===== src/rtl/vppm_pkg.sv =====
// ============================================================================
// vppm_pkg: shared VPPM types, constants and pulse-width helper (tx and rx).
// Rev 1.0
// ============================================================================
`default_nettype none

package vppm_pkg;

  typedef enum logic [1:0] {
    IDLE     = 2'd0,
    PREAMBLE = 2'd1,
    DATA     = 2'd2
  } vppm_state_t;

  localparam int DUTY_WIDTH         = 8;
  localparam int DEFAULT_CLOCK_FREQ = 200000000;

  // H = max(1, min(P-1, (P*duty)>>8)); the 24-bit product always fits for P <= 65535.
  function automatic logic [15:0] calc_pulse_width(
    input logic [15:0]           period,
    input logic [DUTY_WIDTH-1:0] duty
  );
    logic [23:0] prod;
    logic [15:0] scaled;
    prod   = 24'(period) * 24'(duty);
    scaled = 16'(prod >> 8);
    if (scaled > period - 16'd1) scaled = period - 16'd1;
    if (scaled == 16'd0) scaled = 16'd1;
    return scaled;
  endfunction

endpackage

`default_nettype wire


===== src/rtl/vppm_if.sv =====
// ============================================================================
// vppm_if: valid/ready word handshake plus dimming duty for the VPPM transmitter.
// Rev 1.0
// ============================================================================
`default_nettype none

interface vppm_if import vppm_pkg::*; #(
  parameter int DATA_WIDTH = 8
) ();

  logic [DATA_WIDTH-1:0] tx_data;
  logic                  tx_valid;
  logic                  tx_ready;
  logic [DUTY_WIDTH-1:0] duty;

  modport master (
    output tx_data,
    output tx_valid,
    output duty,
    input  tx_ready
  );

  modport slave (
    input  tx_data,
    input  tx_valid,
    input  duty,
    output tx_ready
  );

endinterface

`default_nettype wire


===== src/rtl/vppm_symbol_gen.sv =====
// ============================================================================
// vppm_symbol_gen: symbol counter and registered waveform for one VPPM symbol.
// Rev 1.0
// ============================================================================
`default_nettype none

module vppm_symbol_gen #(
  parameter int PERIOD_CYCLES = 2000
) (
  input  wire logic        clk,
  input  wire logic        rst,
  input  wire logic        run,          // a symbol is in progress this cycle
  input  wire logic        emit,         // a symbol will be in progress next cycle
  input  wire logic        bit_val,      // symbol value for next cycle
  input  wire logic [15:0] pulse_width,  // H for next cycle
  output logic             vppm_out,
  output logic             last
);

  localparam logic [15:0] P_CYC  = 16'(PERIOD_CYCLES);
  localparam logic [15:0] P_LAST = 16'(PERIOD_CYCLES - 1);

  logic [15:0] cnt;
  logic [15:0] cnt_next;
  logic        level_next;

  assign last = run && (cnt == P_LAST);

  // Counter sits at 0 while idle so the first frame symbol starts at cycle 0.
  always_comb begin
    cnt_next = 16'd0;
    if (run && (cnt != P_LAST)) cnt_next = cnt + 16'd1;
  end

  // Output is registered, so the level is computed for the cycle about to start.
  always_comb begin
    level_next = 1'b0;
    if (emit) begin
      if (bit_val) level_next = (cnt_next >= (P_CYC - pulse_width));
      else         level_next = (cnt_next < pulse_width);
    end
  end

  always_ff @(posedge clk or posedge rst) begin
    if (rst) begin
      cnt      <= 16'd0;
      vppm_out <= 1'b0;
    end else begin
      cnt      <= cnt_next;
      vppm_out <= level_next;
    end
  end

endmodule

`default_nettype wire


===== src/rtl/vppm_transmitter.sv =====
// ============================================================================
// vppm_transmitter: preamble + MSB-first VPPM serialiser with streaming input.
// Rev 1.0
// ============================================================================
`default_nettype none

module vppm_transmitter import vppm_pkg::*; #(
  parameter int CLOCK_FREQ    = DEFAULT_CLOCK_FREQ,
  parameter int PERIOD_CYCLES = 2000,
  parameter int PREAMBLE_BITS = 4,
  parameter int DATA_WIDTH    = 8
) (
  input  wire logic clk,
  input  wire logic rst,
  vppm_if.slave     tx,
  output logic      vppm_out,
  output logic      busy
);

  localparam logic [15:0] P_CYC    = 16'(PERIOD_CYCLES);
  localparam logic [3:0]  PRE_LAST = 4'(PREAMBLE_BITS - 1);
  localparam logic [3:0]  DAT_LAST = 4'(DATA_WIDTH - 1);

  if ((PERIOD_CYCLES < 4) || (PERIOD_CYCLES > 65535) || (PREAMBLE_BITS < 1) ||
      (PREAMBLE_BITS > 15) || (DATA_WIDTH < 2) || (DATA_WIDTH > 16) || (CLOCK_FREQ < 1))
  begin : g_param_check
    $error("vppm_transmitter: parameter out of legal range");
  end

  vppm_state_t           state, state_next;
  logic [DATA_WIDTH-1:0] shreg, shreg_next;
  logic [3:0]            bit_cnt, bit_cnt_next;
  logic [15:0]           pulse_width, pulse_width_next;
  logic                  ready;
  logic                  load;
  logic                  sym_last;

  always_comb begin
    state_next       = state;
    shreg_next       = shreg;
    bit_cnt_next     = bit_cnt;
    pulse_width_next = pulse_width;
    ready            = 1'b0;
    load             = 1'b0;
    case (state)
      IDLE: begin
        ready = 1'b1;
        if (tx.tx_valid) begin
          load         = 1'b1;
          bit_cnt_next = 4'd0;
          state_next   = PREAMBLE;
        end
      end
      PREAMBLE: begin
        if (sym_last) begin
          if (bit_cnt == PRE_LAST) begin
            bit_cnt_next = 4'd0;
            state_next   = DATA;
          end else begin
            bit_cnt_next = bit_cnt + 4'd1;
          end
        end
      end
      DATA: begin
        if (sym_last) begin
          if (bit_cnt == DAT_LAST) begin
            // Back-to-back words skip the preamble; the receiver is already locked.
            ready = 1'b1;
            if (tx.tx_valid) begin
              load         = 1'b1;
              bit_cnt_next = 4'd0;
            end else begin
              state_next = IDLE;
            end
          end else begin
            shreg_next   = {shreg[DATA_WIDTH-2:0], 1'b0};
            bit_cnt_next = bit_cnt + 4'd1;
          end
        end
      end
      default: state_next = IDLE;
    endcase
    if (load) begin
      shreg_next       = tx.tx_data;
      pulse_width_next = calc_pulse_width(P_CYC, tx.duty);
    end
  end

  always_ff @(posedge clk or posedge rst) begin
    if (rst) begin
      state       <= IDLE;
      shreg       <= '0;
      bit_cnt     <= 4'd0;
      pulse_width <= 16'd0;
    end else begin
      state       <= state_next;
      shreg       <= shreg_next;
      bit_cnt     <= bit_cnt_next;
      pulse_width <= pulse_width_next;
    end
  end

  assign tx.tx_ready = ready;
  assign busy        = (state != IDLE);

  vppm_symbol_gen #(
    .PERIOD_CYCLES (PERIOD_CYCLES)
  ) u_symbol_gen (
    .clk         (clk),
    .rst         (rst),
    .run         (state != IDLE),
    .emit        (state_next != IDLE),
    .bit_val     ((state_next == DATA) && shreg_next[DATA_WIDTH-1]),
    .pulse_width (pulse_width_next),
    .vppm_out    (vppm_out),
    .last        (sym_last)
  );

endmodule

`default_nettype wire

===== src/flat_wrapper.sv =====
// flat-port wrapper written by rule: the top's interface ports become plain ports
module vppm_transmitter_flat import vppm_pkg::*;
#(
  parameter int CLOCK_FREQ    = DEFAULT_CLOCK_FREQ,
  parameter int PERIOD_CYCLES = 2000,
  parameter int PREAMBLE_BITS = 4,
  parameter int DATA_WIDTH    = 8
)
  (clk, rst, vppm_out, busy, tx_tx_data, tx_tx_valid, tx_duty, tx_tx_ready);
  vppm_if #(.DATA_WIDTH(DATA_WIDTH)) tx_i ();
  input  wire logic clk;
  input  wire logic rst;
  output logic vppm_out;
  output logic busy;
  input wire logic [$bits(tx_i.tx_data)-1:0] tx_tx_data;
  input wire logic [$bits(tx_i.tx_valid)-1:0] tx_tx_valid;
  input wire logic [$bits(tx_i.duty)-1:0] tx_duty;
  output wire logic [$bits(tx_i.tx_ready)-1:0] tx_tx_ready;
  assign tx_i.tx_data = tx_tx_data;
  assign tx_i.tx_valid = tx_tx_valid;
  assign tx_i.duty = tx_duty;
  assign tx_tx_ready = tx_i.tx_ready;
  vppm_transmitter #(.CLOCK_FREQ(CLOCK_FREQ), .PERIOD_CYCLES(PERIOD_CYCLES), .PREAMBLE_BITS(PREAMBLE_BITS), .DATA_WIDTH(DATA_WIDTH)) u_core (.clk(clk), .rst(rst), .tx(tx_i), .vppm_out(vppm_out), .busy(busy));
endmodule

===== config.mk =====
export PLATFORM = sky130hd
export DESIGN_NAME = vppm_transmitter_flat
export DESIGN_NICKNAME = d
export VERILOG_FILES = /design/src/rtl/vppm_pkg.sv /design/src/rtl/vppm_if.sv /design/src/rtl/vppm_symbol_gen.sv /design/src/rtl/vppm_transmitter.sv /design/src/flat_wrapper.sv
export SDC_FILE = /design/constraint.sdc
export NUM_CORES = 1
export LEC_CHECK = 0
export ABC_CLOCK_PERIOD_IN_PS = 5500
export CELL_PAD_IN_SITES_DETAIL_PLACEMENT = 2
export CELL_PAD_IN_SITES_GLOBAL_PLACEMENT = 2
export CORE_AREA = 3 3 115 117
export DETAILED_ROUTE_END_ITERATION = 10
export DIE_AREA = 0 0 118 120
export PLACE_DENSITY_LB_ADDON = 0.1
export SYNTH_ARGS = -nofsm -noshare
export SYNTH_HDL_FRONTEND = slang
export SYNTH_HIERARCHICAL = 1
export SYNTH_SLANG_ARGS = --single-unit

===== constraint.sdc =====
create_clock -name clk -period 5.5 [get_ports clk]
set_input_delay 1.1 -clock clk [delete_from_list [all_inputs] [get_ports clk]]
set_output_delay 1.1 -clock clk [all_outputs]
set_load 0.01 [all_outputs]

# Yosys cells after proc, flatten, opt, wreduce, memory -nomap -nowiden
# Index checks and enable logic that the tools add are counted.
totals:
  register_bits: 47
  out_inout_bits: 3
op_classes:
  addsub: 3
  n_mul: 1
  n_lt_le_gt_ge: 3
  eq_ne: 10
  n_mux: 31
  reduce_logical: 12
ops:
  columns: ["op", "count"]
  rows:
  - ["16-bit two-way mux", 4]
  - ["8-bit two-way mux", 4]
  - ["4-bit two-way mux", 5]
  - ["16-bit by 1-bit adder with 16-bit output, second input constant", 1]
  - ["16-bit by 11-bit == test with 1-bit output, second input constant", 1]
  - ["16-bit greater-or-equal comparator", 1]
  - ["16-bit zero test", 1]
  - ["16-bit < comparator", 1]
  - ["16-bit by 11-bit != test with 1-bit output, second input constant", 1]
  - ["11-bit by 16-bit subtractor with 16-bit output, first input constant", 1]
  - ["7-bit by 8-bit multiplier with 15-bit output, first input constant", 1]
  - ["2-bit two-way mux", 6]
  - ["4-bit case mux with 3 select lines", 1]
  - ["11-bit > comparator, second input constant", 1]
  - ["11-bit two-way mux", 1]
  - ["2-bit nonzero test", 4]
  - ["1-bit two-way mux", 7]
  - ["2-bit by 1-bit != test with 1-bit output, second input constant", 3]
  - ["2-bit case mux with 3 select lines", 1]
  - ["3-bit AND reduction", 2]
  - ["4-bit by 1-bit adder with 4-bit output, second input constant", 1]
  - ["2-bit == test, second input constant", 2]
  - ["4-bit by 2-bit == test with 1-bit output, second input constant", 1]
  - ["4-bit by 3-bit == test with 1-bit output, second input constant", 1]
  - ["other kinds (5)", 8]

# Longest topological paths before layout
logic_depth:
  depth_word: 12
  ltp_mapped: 31
  ltp_nobuf: 29

# Hierarchy
# The synthesis kept the hierarchy.
modules_own_cells:
  columns: ["mod", "instances", "cells_per_inst", "area_each_um2"]
  rows:
  - ["vppm_transmitter", 1, 321, 3002.9]
  - ["vppm_symbol_gen", 1, 207, 1765.4]

# Worst setup path after synthesis
# OpenSTA, ideal clock, no wires.
synth_timing:
  path_type: "input-to-reg"
  from: "input tx_duty[1]"
  to: "register u_core.u_symbol_gen.vppm_out"
  setup_ns: 0.082
  arrival_ns: 7.314
  setup_slack_ns: -1.896
  stages: 30
  path_buffers: 2
  path_cell_list: "fa_1 inv_1 fa_1 fa_1 fa_1 inv_1 ha_1 buf_6 a21oi_1 o21ai_1 o31ai_1 xor2_1 nor4b_2 or3b_1 buf_6 o21ai_1 inv_1 ha_1 nand2_1 a21oi_1 nor3_1 nand3_1 xnor2_1 ha_1 nand3_1 o221ai_1 o2111ai_1 a21boi_0 a2bb2oi_2 a31oi_1"
synth_via:
  elab_chain_cells: 11
  word_cells_on_any_way: 12
  cone_classes: "add/sub: 1; mul: 1; order compare: 3; mux: 6; reduce/logical: 1"
synth_rtl:
  columns: ["element", "line_no", "text"]
  rows:
  - ["start, declared", "flat_wrapper.sv:17", "input wire logic [$bits(tx_i.duty)-1:0] tx_duty;"]
  - ["7-bit by 8-bit multiplier with 15-bit output (*)", "vppm_pkg.sv:25", "prod = 24'(period) * 24'(duty);"]
  - ["11-bit > comparator", "vppm_pkg.sv:27", "if (scaled > period - 16'd1) scaled = period - 16'd1;"]
  - ["11-bit two-way mux (*)", "vppm_pkg.sv:27", null]
  - ["16-bit two-way mux (*)", "vppm_transmitter.sv:83", "if (load) begin"]
  - ["16-bit zero test", "vppm_pkg.sv:28", "if (scaled == 16'd0) scaled = 16'd1;"]
  - ["16-bit two-way mux (*)", "vppm_pkg.sv:28", null]
  - ["16-bit two-way mux (*)", "vppm_transmitter.sv:83", null]
  - ["net u_core.pulse_width_next[0]", "vppm_transmitter.sv:33", "logic [15:0] pulse_width, pulse_width_next;"]
  - ["11-bit by 16-bit subtractor with 16-bit output", "vppm_symbol_gen.sv:39", "if (bit_val) level_next = (cnt_next >= (P_CYC - pulse_width));"]
  - ["16-bit greater-or-equal comparator", "vppm_symbol_gen.sv:39", null]
  - ["1-bit two-way mux (*)", "vppm_symbol_gen.sv:39", null]
  - ["1-bit two-way mux (*)", "vppm_symbol_gen.sv:38", "if (emit) begin"]
  - ["net u_core.u_symbol_gen.level_next", "vppm_symbol_gen.sv:25", "logic level_next;"]
  - ["end signal, assigned", "vppm_symbol_gen.sv:50", "vppm_out <= level_next;"]
  - ["end, declared", "vppm_symbol_gen.sv:16", "output logic vppm_out,"]
# The timed path passes the listed nets; every way through them passes the cells marked *. The select of a mux whose other input is x is not followed.
# A chain may end at the register's enable or synchronous reset.

# Final worst setup path
layout_timing:
  from: "input tx_duty[3]"
  to: "register u_core.u_symbol_gen.vppm_out"
# The elaborated chain is that of the path after synthesis.

==> qor.log <==
qor: timing.finalCriticalPeriod 7.836 ns
qor: cells_and_area.final_core_util 54.57%
qor: placed_design.dp_cells 800
qor: worst_setup_path.critical-path-max-stage-delay 0.58 ns
qor: global_routing.grtUsageTotal 30.77%
qor: clock_tree.cts-htree-levels 2
qor: route.final_antenna_net_count 0
qor: clock_tree.worst_setup_hold_path_clk_slew 0.07 ns
qor: timing.timing.fmax 0.1276 GHz
qor: clock_tree.clock_path_buffers 2
qor: min_path.hold_path_class reg -> reg
qor: worst_setup_path.startpoint_type input pin
qor: run_status.violations_in_the_final_reports negative setup slack
qor: worst_setup_path.critPathMostFrequentCell sky130_fd_sc_hd__fa_1
qor: floorplan.die_h 120 µm
qor: timing.finalHoldViolations 0
qor: timing.setup_viol 7
qor: floorplan.placementRows 41
qor: timing.worst_pin_slew 0.9753 ns
qor: cells_and_area.num-nets-final 768
qor: yosys.synth-xor-area-share 6.612%
qor: placed_design.place_congestion 0.8188
qor: route.first_iter_violations 324
qor: clock_tree.numCtsBuffers 5
qor: yosys.syn_nets 639
qor: clock_tree.cts_tree done
qor: placed_design.numPortBuffers 21
qor: worst_setup_path.worst-r2r-setup-slack -0.11 ns
qor: yosys.synth-edff-count 0
qor: worst_setup_path.timing.critical_path.arrival 8.04 ns
qor: timing.post-route-period-util 142.5%
qor: route.num_vias 4,908
qor: global_routing.antenna_found_initial 0
qor: worst_setup_path.cp_max_fanout 6
qor: route.detailedRoute.firstPassIterationCount 5
qor: yosys.synth_top_cells_by_area sky130_fd_sc_hd__dfrtp_1 25%, sky130_fd_sc_hd__ha_1 19%, sky130_fd_sc_hd__fa_1 8.8%
qor: timing.slew_viol_final 0
qor: route.wl_per_cell 30.50 µm
qor: yosys.yosysSeqAreaShare 24.67%
qor: pwr.pwr_density_cell 688.3 nW/µm²
qor: worst_setup_path.critical_path_required 5.71 ns
qor: cells_and_area.finish.cell_count_without_fillers 830
qor: worst_setup_path.crit_path_end_kind flip-flop
qor: yosys.async_flop_share 100.0%
qor: yosys.synth_fa_ha_area_share 27.45%
qor: worst_setup_path.cp_slowest_cell sky130_fd_sc_hd__fa_1
qor: floorplan.die_area 14,160 µm²
qor: worst_setup_path.reg2regPathDepth 25
qor: pwr.worst_ir_drop_vdd 366.1 µV
qor: global_routing.first_global_vias 5,486
qor: placed_design.post-dp-hpwl 12,780 µm
qor: yosys.synthDominantAreaCellType sky130_fd_sc_hd__dfrtp_1
qor: floorplan.core_area 12,470 µm²
qor: clock_tree.clock_latency_reported_for_the_late_side_of_the_worst_skew_pair 0.31 ns
qor: timing.finalClockSkew 0.007701 ns
qor: yosys.ys_types 67
qor: clock_tree.clock-sinks 47
qor: route.drt-total-wl 25,320 µm
qor: timing.grt_setup_unrepaired yes
qor: global_routing.grt_pass1_wl 33,220 µm
qor: min_path.hold_depth 1
qor: yosys.synth-compound-area-share 15.46%
qor: yosys.yosys_warnings 6
qor: yosys.yosys_register_bits 47
qor: global_routing.grt_start_max_net_pins 31
qor: clock_tree.clk_root_buffer_cell sky130_fd_sc_hd__clkbuf_16
qor: pwr.leakage 0.003194 µW
qor: route.drc 0
qor: yosys.post_synth.cell_area_avg 9.031 µm²
qor: yosys.synth_flop_cell sky130_fd_sc_hd__dfrtp_1
qor: cells_and_area.drive_above_1_share 32.83%
qor: yosys.synth.mux.area_fraction 1.679%
qor: yosys.combinational_family_with_the_most_area_after_synthesis adder cells
qor: yosys.synth_simple_gate_area_share 17.21%
qor: yosys.syn-cell-area 4768 µm²
qor: cells_and_area.diodes 0
qor: yosys.netlist.area_leader.share 24.67%
qor: floorplan.pin_count 22
qor: yosys.postSynthCellCount 528
qor: floorplan.floorplan.initialDensity 38.25%
qor: route.vias_per_std_cell 5.913
qor: global_routing.grt-ovfl-total 0
qor: worst_setup_path.start_to_end_type_of_the_worst_setup_path in -> reg
qor: cells_and_area.signed_area_change_from_the_synthesized_netlist_to_the_final_layout 42.67%
qor: run_status.run_status complete, but fails checks
qor: timing.slew-limit-headroom 34.85%
qor: run.max_cap_violations 0
qor: timing.final_critical_path_setup_slack -2.336 ns
qor: clock_tree.ctsHoldBuffers 0
qor: floorplan.floorplan.die.width 118 µm
-- state kept, by name, indices dropped and copies added, names as in the netlist --
| register | cells |
|---|---|
| u_core/u_symbol_gen/vppm_out | 1 |
| u_core/bit_cnt | 4 |
| u_core/shreg | 8 |
| u_core/pulse_width | 16 |
| u_core/u_symbol_gen/cnt | 16 |
| u_core/state | 2 |
-- synth_stat cells, drive strengths merged (3+ instances only) --
master	count
fa	21
and3	6
nor2b	3
nor3	15
xor2	13
a221oi	3
mux2i	8
o2111ai	5
nand2	41
inv	70
nor2	34
clkbuf	7
nor4	3
xnor2	23
nand3	18
dfrtp	47
a21oi	23
nand4	6
a31oi	4
or3b	3
buf	6
and2	7
or2	3
o21ai	30
a211oi	4
ha	71
a21o	6
nand2b	7
-- cells in the final DEF (no fill, tap or decap), types with 14 or more instances in the layout --
cell type                         count
sky130_fd_sc_hd__buf_4              101
sky130_fd_sc_hd__inv_1               59
sky130_fd_sc_hd__ha_1                57
sky130_fd_sc_hd__dfrtp_1             47
sky130_fd_sc_hd__nand2_1             37
sky130_fd_sc_hd__nor2_1              29
sky130_fd_sc_hd__o21ai_0             25
sky130_fd_sc_hd__xnor2_1             20
sky130_fd_sc_hd__fa_1                20
sky130_fd_sc_hd__a21oi_1             17
sky130_fd_sc_hd__nand3_1             15
sky130_fd_sc_hd__clkdlybuf4s50_1     14
sky130_fd_sc_hd__buf_6               14
-- worst max-delay path, delay by kind of cell --
kind / cells / cell delay (ns)
AND/OR/NAND/NOR: 11 / 1.69
adder cells (fa/ha/maj): 6 / 2.84
buffers and inverters: 7 / 0.82
AO/OA/AOI/OAI: 5 / 1.12
XOR/XNOR: 2 / 0.42
-- repair_timing --
item,CTS,global route
endpoints found under the setup margin,8,7
resized for setup,92,37
setup buffers,13,9
pin swaps,45,36
-- per-layer routing --
layer / global-route usage [%] / vias up / wire length, µm
met5: 0 / - / 0
met3: 4.665 / 98 / 1091
li1: - / 2086 / -
met2: 56.59 / 171 / 13090
met1: 36.07 / 2553 / 9674
met4: 11.72 / 0 / 1461
-- kinds of logic (layout without fill, tap and decap cells) --
group / after synthesis / in the layout
AOI/OAI and AO/OA: 102 / 102
and+or+nand+nor: 160 / 160
xor gates and xnor gates: 36 / 36
DFF: 47 / 47
adders and majority gates: 92 / 92
muxes: 8 / 8
buffers and inverters: 83 / 213
-- stage by stage --
| stage | cell area, µm² | power, µW | setup WS, ns | setup TNS (ns) | hold slack [ns] |
|---|---|---|---|---|---|
| final | 6803 | 4682 | -2.336 | -4.151 | 0.4995 |
| after global routing | 6803 | 4831 | -2.506 | -4.604 | 0.5255 |
| after CTS | 6554 | 3895 | -1.655 | -1.681 | 0.5011 |
| after detailed placement | 5916 | 2994 | -2.819 | -8.804 | 0.4762 |
| after global placement | 5916 | 2805 | -2.375 | -5.959 | 0.4681 |
| after floorplan | 4867 | 1910 | -1.485 | -1.485 | 0.4498 |
-- where the power goes --
group          switching (µW)  internal [µW]
logic                    2090           1730
clock network             152            183
registers                81.8            446
total                    2330           2360
-- worst paths after layout --
| kind | start | to |
|---|---|---|
| max | tx_duty[3] | u_core/u_symbol_gen/vppm_out$_DFF_PP0_ |
| min in group asynchronous | rst | u_core/u_symbol_gen/cnt[1]$_DFF_PP0_ |
| max in group asynchronous | rst | u_core/u_symbol_gen/vppm_out$_DFF_PP0_ |
| min | u_core/pulse_width[15]$_DFF_PP0_ | u_core/pulse_width[15]$_DFF_PP0_ |
| max reg2reg | u_core/u_symbol_gen/cnt[4]$_DFF_PP0_ | u_core/u_symbol_gen/vppm_out$_DFF_PP0_ |
| min reg2reg | u_core/pulse_width[15]$_DFF_PP0_ | u_core/pulse_width[15]$_DFF_PP0_ |
-- final cells by class --
type                    instances  area [µm²]
well taps                     172       215.2
clock inverters                 1       8.758
clock buffers                   7       142.6
multi-input cells             398        3864
repair buffers                135        1134
inverters                      70       262.8
fillers                      1271        5663
flip-flops and latches         47        1176
Note: power is estimated with default switching activity, not from simulation.
